**src/rtl/mem_burst_reader_if.sv**
```systemverilog
// Bus bundle for mem_burst_reader: burst command, memory-mux port and read stream.
// checksum_o exists only when MEM_BURST_READER_CHECKSUM_EN is defined.
interface mem_burst_reader_if #(
    parameter int ADDR_W = 14,
    parameter int DATA_W = 16
);
    logic              start_i;
    logic [ADDR_W-1:0] start_addr_i;
    logic [ADDR_W:0]   len_i;
    logic              abort_i;
    logic              grant_i;
    logic [ADDR_W-1:0] addr_o;
    logic              we_o;
    logic [DATA_W-1:0] data_o;
    logic [DATA_W-1:0] mem_data_i;
    logic [DATA_W-1:0] rd_data_o;
    logic              rd_valid_o;
    logic              rd_ready_i;
    logic              busy_o;
    logic              done_o;
`ifdef MEM_BURST_READER_CHECKSUM_EN
    logic [DATA_W-1:0] checksum_o;
`endif

    // A word moves on the read stream in every cycle where rd_valid_o && rd_ready_i;
    // rd_valid_o and rd_data_o stay stable until that happens or the burst is aborted.
    modport master (
`ifdef MEM_BURST_READER_CHECKSUM_EN
        output checksum_o,
`endif
        input  start_i, start_addr_i, len_i, abort_i, grant_i, mem_data_i, rd_ready_i,
        output addr_o, we_o, data_o, rd_data_o, rd_valid_o, busy_o, done_o
    );

    modport slave (
`ifdef MEM_BURST_READER_CHECKSUM_EN
        input  checksum_o,
`endif
        output start_i, start_addr_i, len_i, abort_i, grant_i, mem_data_i, rd_ready_i,
        input  addr_o, we_o, data_o, rd_data_o, rd_valid_o, busy_o, done_o
    );
endinterface

```
**src/rtl/mem_burst_reader.sv**
```systemverilog
// Burst reader: streams len words from a shared memory port through a 2-entry FIFO.
// Optional running checksum of transferred words under MEM_BURST_READER_CHECKSUM_EN.
module mem_burst_reader #(
    parameter int ADDR_W = 14,
    parameter int DATA_W = 16
) (
    input  logic                clk_i,
    input  logic                rst_n_i,
    mem_burst_reader_if.master  bus,
    output logic [1:0]          state_o
);
    typedef enum logic [1:0] {
        IDLE  = 2'd0,
        READ  = 2'd1,
        DRAIN = 2'd2
    } state_t;

    localparam logic [ADDR_W:0]   LEN_ONE  = {{ADDR_W{1'b0}}, 1'b1};
    localparam logic [ADDR_W-1:0] ADDR_ONE = {{(ADDR_W-1){1'b0}}, 1'b1};

    state_t            state_q, state_d;
    logic [ADDR_W-1:0] next_addr_q, next_addr_d;
    logic [ADDR_W-1:0] addr_q;
    logic [ADDR_W:0]   issue_left_q, issue_left_d;
    logic [ADDR_W:0]   xfer_left_q, xfer_left_d;
    logic              inflight_q;
    logic              zero_done_q, zero_done_d;

    logic [DATA_W-1:0] fifo_q [2];
    logic              wr_ptr_q, rd_ptr_q;
    logic [1:0]        count_q;

    logic              start_ok, aborting, fire, issue, room, last_fire;
    logic [1:0]        occ_sum;

    assign start_ok  = (state_q == IDLE) && bus.start_i && !bus.abort_i;
    assign aborting  = (state_q != IDLE) && bus.abort_i;
    assign fire      = bus.rd_valid_o && bus.rd_ready_i;
    assign occ_sum   = count_q + {1'b0, inflight_q};
    // A word popped this cycle frees its slot in time for a new issue, which keeps 1 word/cycle.
    assign room      = (occ_sum < 2'd2) || ((occ_sum == 2'd2) && fire);
    assign issue     = (state_q == READ) && !bus.abort_i && bus.grant_i && room &&
                       (issue_left_q != '0);
    assign last_fire = (state_q == DRAIN) && fire && !bus.abort_i && (xfer_left_q == LEN_ONE);

    assign bus.addr_o     = issue ? next_addr_q : addr_q;
    assign bus.we_o       = 1'b0;
    assign bus.data_o     = '0;
    assign bus.rd_valid_o = (count_q != 2'd0);
    assign bus.rd_data_o  = fifo_q[rd_ptr_q];
    assign bus.busy_o     = (state_q != IDLE);
    assign bus.done_o     = zero_done_q || last_fire;
    assign state_o        = state_q;

    always_comb begin
        state_d      = state_q;
        next_addr_d  = next_addr_q;
        issue_left_d = issue_left_q;
        xfer_left_d  = xfer_left_q;
        zero_done_d  = 1'b0;
        if (issue) begin
            next_addr_d  = next_addr_q + ADDR_ONE;
            issue_left_d = issue_left_q - LEN_ONE;
        end
        if (fire) begin
            xfer_left_d = xfer_left_q - LEN_ONE;
        end
        case (state_q)
            IDLE: begin
                if (start_ok) begin
                    next_addr_d  = bus.start_addr_i;
                    issue_left_d = bus.len_i;
                    xfer_left_d  = bus.len_i;
                    if (bus.len_i == '0) begin
                        zero_done_d = 1'b1;
                    end else begin
                        state_d = READ;
                    end
                end
            end
            READ: begin
                if (bus.abort_i) begin
                    state_d = IDLE;
                end else if (issue && (issue_left_q == LEN_ONE)) begin
                    state_d = DRAIN;
                end
            end
            DRAIN: begin
                if (bus.abort_i || last_fire) begin
                    state_d = IDLE;
                end
            end
            default: state_d = IDLE;
        endcase
    end

    always_ff @(posedge clk_i or negedge rst_n_i) begin
        if (!rst_n_i) begin
            state_q      <= IDLE;
            next_addr_q  <= '0;
            addr_q       <= '0;
            issue_left_q <= '0;
            xfer_left_q  <= '0;
            inflight_q   <= 1'b0;
            zero_done_q  <= 1'b0;
        end else begin
            state_q      <= state_d;
            next_addr_q  <= next_addr_d;
            addr_q       <= bus.addr_o;
            issue_left_q <= issue_left_d;
            xfer_left_q  <= xfer_left_d;
            inflight_q   <= issue;
            zero_done_q  <= zero_done_d;
        end
    end

    // The in-flight word lands regardless of grant_i; an abort drops it along with the FIFO.
    always_ff @(posedge clk_i or negedge rst_n_i) begin
        if (!rst_n_i) begin
            for (int i = 0; i < 2; i++) begin
                fifo_q[i] <= '0;
            end
            wr_ptr_q <= 1'b0;
            rd_ptr_q <= 1'b0;
            count_q  <= 2'd0;
        end else if (aborting) begin
            wr_ptr_q <= 1'b0;
            rd_ptr_q <= 1'b0;
            count_q  <= 2'd0;
        end else begin
            if (inflight_q) begin
                fifo_q[wr_ptr_q] <= bus.mem_data_i;
                wr_ptr_q         <= ~wr_ptr_q;
            end
            if (fire) begin
                rd_ptr_q <= ~rd_ptr_q;
            end
            count_q <= count_q + {1'b0, inflight_q} - {1'b0, fire};
        end
    end

`ifdef MEM_BURST_READER_CHECKSUM_EN
    logic [DATA_W-1:0] checksum_q;

    always_ff @(posedge clk_i or negedge rst_n_i) begin
        if (!rst_n_i) begin
            checksum_q <= '0;
        end else if (start_ok) begin
            checksum_q <= '0;
        end else if (fire) begin
            checksum_q <= checksum_q + bus.rd_data_o;
        end
    end

    assign bus.checksum_o = checksum_q;
`endif
endmodule

```
**src/flat_wrapper.sv**
```systemverilog
// flat-port wrapper written by rule: the top's interface ports become plain ports
module mem_burst_reader_flat 
#(
    parameter int ADDR_W = 14,
    parameter int DATA_W = 16
)
  (clk_i, rst_n_i, state_o, bus_start_i, bus_start_addr_i, bus_len_i, bus_abort_i, bus_grant_i, bus_mem_data_i, bus_rd_ready_i, bus_addr_o, bus_we_o, bus_data_o, bus_rd_data_o, bus_rd_valid_o, bus_busy_o, bus_done_o);
  mem_burst_reader_if #(.ADDR_W(ADDR_W), .DATA_W(DATA_W)) bus_i ();
  input  logic clk_i;
  input  logic rst_n_i;
  output logic [1:0] state_o;
  input wire logic [$bits(bus_i.start_i)-1:0] bus_start_i;
  input wire logic [$bits(bus_i.start_addr_i)-1:0] bus_start_addr_i;
  input wire logic [$bits(bus_i.len_i)-1:0] bus_len_i;
  input wire logic [$bits(bus_i.abort_i)-1:0] bus_abort_i;
  input wire logic [$bits(bus_i.grant_i)-1:0] bus_grant_i;
  input wire logic [$bits(bus_i.mem_data_i)-1:0] bus_mem_data_i;
  input wire logic [$bits(bus_i.rd_ready_i)-1:0] bus_rd_ready_i;
  output wire logic [$bits(bus_i.addr_o)-1:0] bus_addr_o;
  output wire logic [$bits(bus_i.we_o)-1:0] bus_we_o;
  output wire logic [$bits(bus_i.data_o)-1:0] bus_data_o;
  output wire logic [$bits(bus_i.rd_data_o)-1:0] bus_rd_data_o;
  output wire logic [$bits(bus_i.rd_valid_o)-1:0] bus_rd_valid_o;
  output wire logic [$bits(bus_i.busy_o)-1:0] bus_busy_o;
  output wire logic [$bits(bus_i.done_o)-1:0] bus_done_o;
  assign bus_i.start_i = bus_start_i;
  assign bus_i.start_addr_i = bus_start_addr_i;
  assign bus_i.len_i = bus_len_i;
  assign bus_i.abort_i = bus_abort_i;
  assign bus_i.grant_i = bus_grant_i;
  assign bus_i.mem_data_i = bus_mem_data_i;
  assign bus_i.rd_ready_i = bus_rd_ready_i;
  assign bus_addr_o = bus_i.addr_o;
  assign bus_we_o = bus_i.we_o;
  assign bus_data_o = bus_i.data_o;
  assign bus_rd_data_o = bus_i.rd_data_o;
  assign bus_rd_valid_o = bus_i.rd_valid_o;
  assign bus_busy_o = bus_i.busy_o;
  assign bus_done_o = bus_i.done_o;
  mem_burst_reader #(.ADDR_W(ADDR_W), .DATA_W(DATA_W)) u_core (.clk_i(clk_i), .rst_n_i(rst_n_i), .bus(bus_i), .state_o(state_o));
endmodule
```
**config.mk**
```make
export PLATFORM = sky130hd
export DESIGN_NAME = mem_burst_reader_flat
export DESIGN_NICKNAME = d
export VERILOG_FILES = /design/src/rtl/mem_burst_reader_if.sv /design/src/rtl/mem_burst_reader.sv /design/src/flat_wrapper.sv
export SDC_FILE = /design/constraint.sdc
export NUM_CORES = 1
export LEC_CHECK = 0
export ABC_CLOCK_PERIOD_IN_PS = 4100
export CAP_MARGIN = 10
export CORE_MARGIN = 3
export CORE_UTILIZATION = 35
export CTS_BUF_LIST = sky130_fd_sc_hd__clkbuf_4
export CTS_CLUSTER_DIAMETER = 200
export DETAILED_ROUTE_END_ITERATION = 12
export GPL_TIMING_DRIVEN = 0
export PLACE_DENSITY_LB_ADDON = 0.25
export SLEW_MARGIN = 20
export SYNTH_ARGS = -nofsm -noshare
export SYNTH_HDL_FRONTEND = slang
export SYNTH_SLANG_ARGS = --single-unit
```
**constraint.sdc**
```tcl
create_clock -name clk_i -period 4.1 [get_ports clk_i]
set_clock_uncertainty 0.15 [all_clocks]
set_input_delay 0.82 -clock clk_i [delete_from_list [all_inputs] [get_ports clk_i]]
set_output_delay 0.82 -clock clk_i [all_outputs]
set_load 0.01 [all_outputs]
```
== Word-level counts from Yosys, hierarchy flattened ==
Cells that the tools add are included.
Storage, ports and cells
  flip-flop bits (word level): 98
  bits in latches: 0
  bits in writable memories: 0
  ROM bits: 0
  input port bits: 51
  output and inout bits: 52
  logic and storage cells: 92
  memories kept: 0
Cells by class
  add/sub/neg operators: 5
  multipliers: 0
  divide/modulo/power cells: 0
  order comparisons: 4
  equal/unequal tests: 9
  shift operators: 0
  multiplexer cells: 30
  bitwise operators: 5
  reductions and logical operators: 27
Operators with widths (number)
  $mux 15: 6
  $mux 16: 4
  $mux 14: 4
  $bwmux 32: 1
  $eq 15x1->1 const B: 2
  $sub 15x1->15 const B: 2
  $demux 16 s1: 1
  $logic_not 15->1: 1
  $reduce_bool 15->1: 1
  $add 14x1->14 const B: 1
  $logic_and 1x1->1: 14
  $mux 2: 6
  $reduce_bool 2->1: 4
  $mux 1: 7
  $pmux 2 s3: 1
  $eq 2x2->1 const B: 2
  $ge 2x2->1 const B: 2
  $ne 2x2->1 const B: 2
  $not 1->2: 2
  $reduce_and 4->1: 1
  $logic_or 1x1->1: 3
  $ne 3x3->1 const B: 1
  $not 1->1: 3
  $add 2x1->2: 1
  8 further kinds: 8

== Logic depth before layout (Yosys ltp) ==
  depth in word-level cells: 10
  gate-level depth with buffers: 9
  depth with buffers taken out: 8

== Least setup slack after synthesis ==
OpenSTA, ideal clock, no wires.
  path type: input to output
  start point: input bus_abort_i
  end point: output bus_addr_o[10]
  arrival time: 2.007 ns
  data required time: 3.130 ns
  setup slack: 1.123 ns
  stages on the path: 6
  buffers on the path: 1
  cell sequence: nor3b_1 -> o2111a_1 -> nand2_1 -> inv_2 -> buf_6 -> mux2_1
On the way
  longest elaborated chain between the ends: 6
Ends and longest elaborated chain
  start, declared: RTL line flat_wrapper.sv:15  | input wire logic [$bits(bus_i.abort_i)-1:0] bus_abort_i;
  $logic_not 1->1: RTL line mem_burst_reader.sv:42  | assign issue = (state_q == READ) && !bus.abort_i && bus.grant_i && room &&
  $logic_and 1x1->1 (4 in series): RTL line mem_burst_reader.sv:42
  $mux 14: RTL line mem_burst_reader.sv:46  | assign bus.addr_o = issue ? next_addr_q : addr_q;
  end, declared: RTL line flat_wrapper.sv:19  | output wire logic [$bits(bus_i.addr_o)-1:0] bus_addr_o;
Every way passes these cells.

== Worst setup path after layout ==
  start point: input bus_rd_ready_i
  end point: output bus_done_o
On the way
  longest elaborated chain between the ends: 5
Ends and longest elaborated chain
  start, declared: RTL line flat_wrapper.sv:18  | input wire logic [$bits(bus_i.rd_ready_i)-1:0] bus_rd_ready_i;
  $logic_and 1x1->1: RTL line mem_burst_reader.sv:38  | assign fire = bus.rd_valid_o && bus.rd_ready_i;
  $logic_and 1x1->1 (3 in series): RTL line mem_burst_reader.sv:44  | assign last_fire = (state_q == DRAIN) && fire && !bus.abort_i && (xfer_left_q == LEN_ONE);
  $logic_or 1x1->1: RTL line mem_burst_reader.sv:52  | assign bus.done_o = zero_done_q || last_fire;
  end, declared: RTL line flat_wrapper.sv:25  | output wire logic [$bits(bus_i.done_o)-1:0] bus_done_o;
Every way passes these cells.

==> results.yml <==
run_status:
  status: "complete, no violations"
clocking:
  cts_root_buf: "clkbuf_4"
  cts_tree: "yes"
  clkSinkCount: 98
  clkTransAtPathRegs_ps: 180
  clk_path_buf_depth: 2
  clock_latency_ps: 500
  cts_buffers: 9
  cts_htree_levels: 3
logic_synthesis:
  synth-seq-cells: 98
  yosysWarnings: 0
  synth.avg_cell_area_um2: 10.75
  synthCells: 460
  synth-edff-count: 0
  synth_area_mm2: 0.004947
  async_flop_share_pct: 100.0
  yosysSeqAreaShare_pct: 49.57
  synth_top_flop_cell: "dfrtp_1"
  synth_cell_types: 53
pwr:
  p_seq_share_pct: 45.1
  leakagePower_nw: 2.680
  internal_power_mw: 2.232
  p_sw_share_pct: 34.16
  irDropWorstVdd_mv: 0.2654
  power_density_mw_per_mm2: 533.9
  switchingPower_mw: 1.158
  pwr-share-comb_pct: 39.7
  p_total_mw: 3.390
  p_clk_share_pct: 15.2
grt:
  first_global_vias: 3862
  gr-total-overflow: 0
  grt_antenna_before_repair: 0
  grt_usage_pct: 15.56
  grt_first_pass_wirelength_um: 19670
  grt_max_degree: 52
routing:
  antenna_left: 0
  via_per_inst: 4.993
  num_vias: 3790
  drtIter0Drc: 260
  routed_wl_um: 11900
  wl_per_cell_um: 15.67
  drc: 0
  drtPass1Iterations: 5
job:
  cap_violations: 0
cells_and_area:
  area_growth_pct: 28.35
  final_common_cell: "dfrtp_1"
  layout-drive-gt1-share_pct: 15.61
  fin_area_mm2: 0.006350
  final_cells: 759
  layout_common_cells: "96 x dfrtp_1, 82 x clkdlybuf4s50_1, 37 x nor2_1, 31 x mux2_2, 30 x nand2_1"
  finalNetCount: 637
  n_antenna_cell: 0
  filler_cell_count: 1255
placed_design:
  placedInstanceArea_mm2: 0.006107
  hpwl_um: 8776
  dp.cells: 738
  dp_slack_ps: -182.8
  portBuffers: 85
  gp_congestion: 0.8750
sta:
  rsz0062_at_grt: "no"
  drv_slew: 0
  maxSlewHeadroom_pct: 53.19
  finalWorstSetupSlack_ps: 130.7
  worst_slew_pin_slew_ps: 699.1
  finalCriticalPeriod_ps: 3969
  max_clock_freq_mhz: 251.9
  fin_tns_setup_ps: 0
  finalSetupViolCount: 0
  period_share_pct: 96.81
  hold_viol: 0
worst_setup_path:
  worstPathMaxFanout: 8
  end_kind: "output port"
  worstPathArrival_ps: 3000
  cp.required_ps: 3130
  crit_type: "in2out"
  start_kind: "input port"
die:
  num_rows: 42
  core-area_mm2: 0.01351
  io_pins: 103
  die_area_mm2: 0.01560
  die_y_um: 124.9
  initial_utilization_pct: 36.63
  dieWidth_um: 124.9
worst_hold_path:
  hp-class: "in2async"
==> what timing repair did <==
item                                    in CTS  in global routing
buffers inserted                             1                  4
endpoints found under the setup margin      15                 13
gates resized for setup                     10                  6
endpoints found under the hold margin        0                  0
pin swaps                                    3                  4
hold buffers                                 0                  0
==> kinds of logic after synthesis <==
| logic type | count (synthesis) | share of synthesized area (%) |
|---|---|---|
| and+or+nand+nor | 155 | 16.57 |
| DFF | 98 | 49.57 |
| muxes | 60 | 13.66 |
| AOI/OAI and AO/OA | 55 | 6.652 |
| buffers and inverters | 48 | 5.260 |
| xor gates and xnor gates | 35 | 6.196 |
| adders and majority gates | 8 | 2.023 |
| other | 1 | 0.07580 |
==> cells in the mapped netlist (2+ instances only) <==
| cell | count | area share (%) |
|---|---|---|
| o21ai_0 | 6 | 0.61 |
| nor3b_1 | 3 | 0.46 |
| nand4_1 | 7 | 0.89 |
| xor2_1 | 22 | 3.9 |
| nand3_1 | 23 | 2.3 |
| mux2_2 | 31 | 7.1 |
| or3_1 | 4 | 0.51 |
| dfrtp_1 | 98 | 50 |
| a21oi_1 | 23 | 2.3 |
| buf_4 | 17 | 2.6 |
| nand4b_1 | 2 | 0.35 |
| nor3_1 | 16 | 1.6 |
| or2_1 | 3 | 0.38 |
| and4_1 | 2 | 0.35 |
| clkbuf_1 | 16 | 1.2 |
| nor2_1 | 37 | 2.8 |
| ha_1 | 8 | 2.0 |
| nand3b_1 | 3 | 0.46 |
| nand2_1 | 31 | 2.4 |
| inv_1 | 11 | 0.83 |
| o21ai_1 | 9 | 0.91 |
| a211oi_1 | 3 | 0.46 |
| and4b_1 | 2 | 0.40 |
| mux2_1 | 29 | 6.6 |
| o211ai_1 | 3 | 0.46 |
| and3_1 | 6 | 0.76 |
| buf_6 | 2 | 0.46 |
| nor4_1 | 6 | 0.76 |
| xnor2_1 | 13 | 2.3 |
==> through the flow <==
| stage | util, % | hold slack, ps |
|---|---|---|
| after global routing | 47.02 | 68.62 |
| after floorplan | - | 308.5 |
| after detailed placement | 45.22 | 312.3 |
| after global placement | 45.01 | 306.4 |
| final | 47.02 | 71.66 |
| after CTS | 46.64 | 66.64 |
==> state kept, by name (all words and copies together) (netlist names) <==
| name | count |
|---|---|
| u_core.next_addr_q | 14 |
| u_core.zero_done_q | 1 |
| u_core.xfer_left_q | 15 |
| u_core.rd_ptr_q | 1 |
| u_core.count_q | 2 |
| u_core.issue_left_q | 15 |
| u_core.state_o | 2 |
| u_core.inflight_q | 1 |
| u_core.fifo_q | 32 |
| u_core.addr_q | 14 |
| u_core.wr_ptr_q | 1 |
==> layer usage <==
metal  GRT usage [%]  vias up  wire length [µm]
li1                -     1816                 -
met1           21.26     1846              5502
met2           24.75      118              5642
met3           4.803       10               651
met4           2.806        0                99
met5               0        -                 0
==> power groups by stage <==
stage,Clock (mW),Sequential [mW],Combinational (mW)
floorplan,0,1.48,0.774
global placement,0,1.52,1.31
detailed placement,0,1.54,1.34
CTS,0.538,1.53,1.35
global route,0.574,1.58,1.48
finish,0.514,1.53,1.35
==> critical path: stages <==
cell and delay, ps:
clkdlybuf4s50_1 510, o21ai_2 140, or3_1 390, nor4_4 240, nand3b_1 160, o21bai_1 170, clkdlybuf4s50_1 570
==> area by class of cell <==
type | instances | area (µm²) | share of cell area (%)
plain buffers | 36 | 215.2 | 3.389
well taps | 176 | 220.2 | 3.468
clock inverters | 7 | 70.07 | 1.103
repair buffers | 91 | 922.1 | 14.52
clock buffers | 9 | 67.56 | 1.064
multi-input cells | 330 | 2352 | 37.04
inverters | 12 | 47.55 | 0.7488
flip-flops and latches | 98 | 2455 | 38.66
==> path summary, 6_finish.rpt <==
| kind | start | endpoint | slack [ps] | depth (start not counted) |
|---|---|---|---|---|
| hold reg to reg | u_core.addr_q[10] | u_core.addr_q[10] | 350 | 1 |
| setup reg to reg | u_core.count_q[0] | u_core.issue_left_q[14] | 1630 | 8 |
| max in group asynchronous | rst_n_i | u_core.issue_left_q[2] | 3080 | 2 |
| setup / recovery | bus_rd_ready_i | bus_done_o | 130 | 7 |
| hold / removal | rst_n_i | u_core.fifo_q[3] | 70 | 1 |
| min in group clk_i | u_core.addr_q[10] | u_core.addr_q[10] | 350 | 1 |
(Power assumes the default switching activity.)
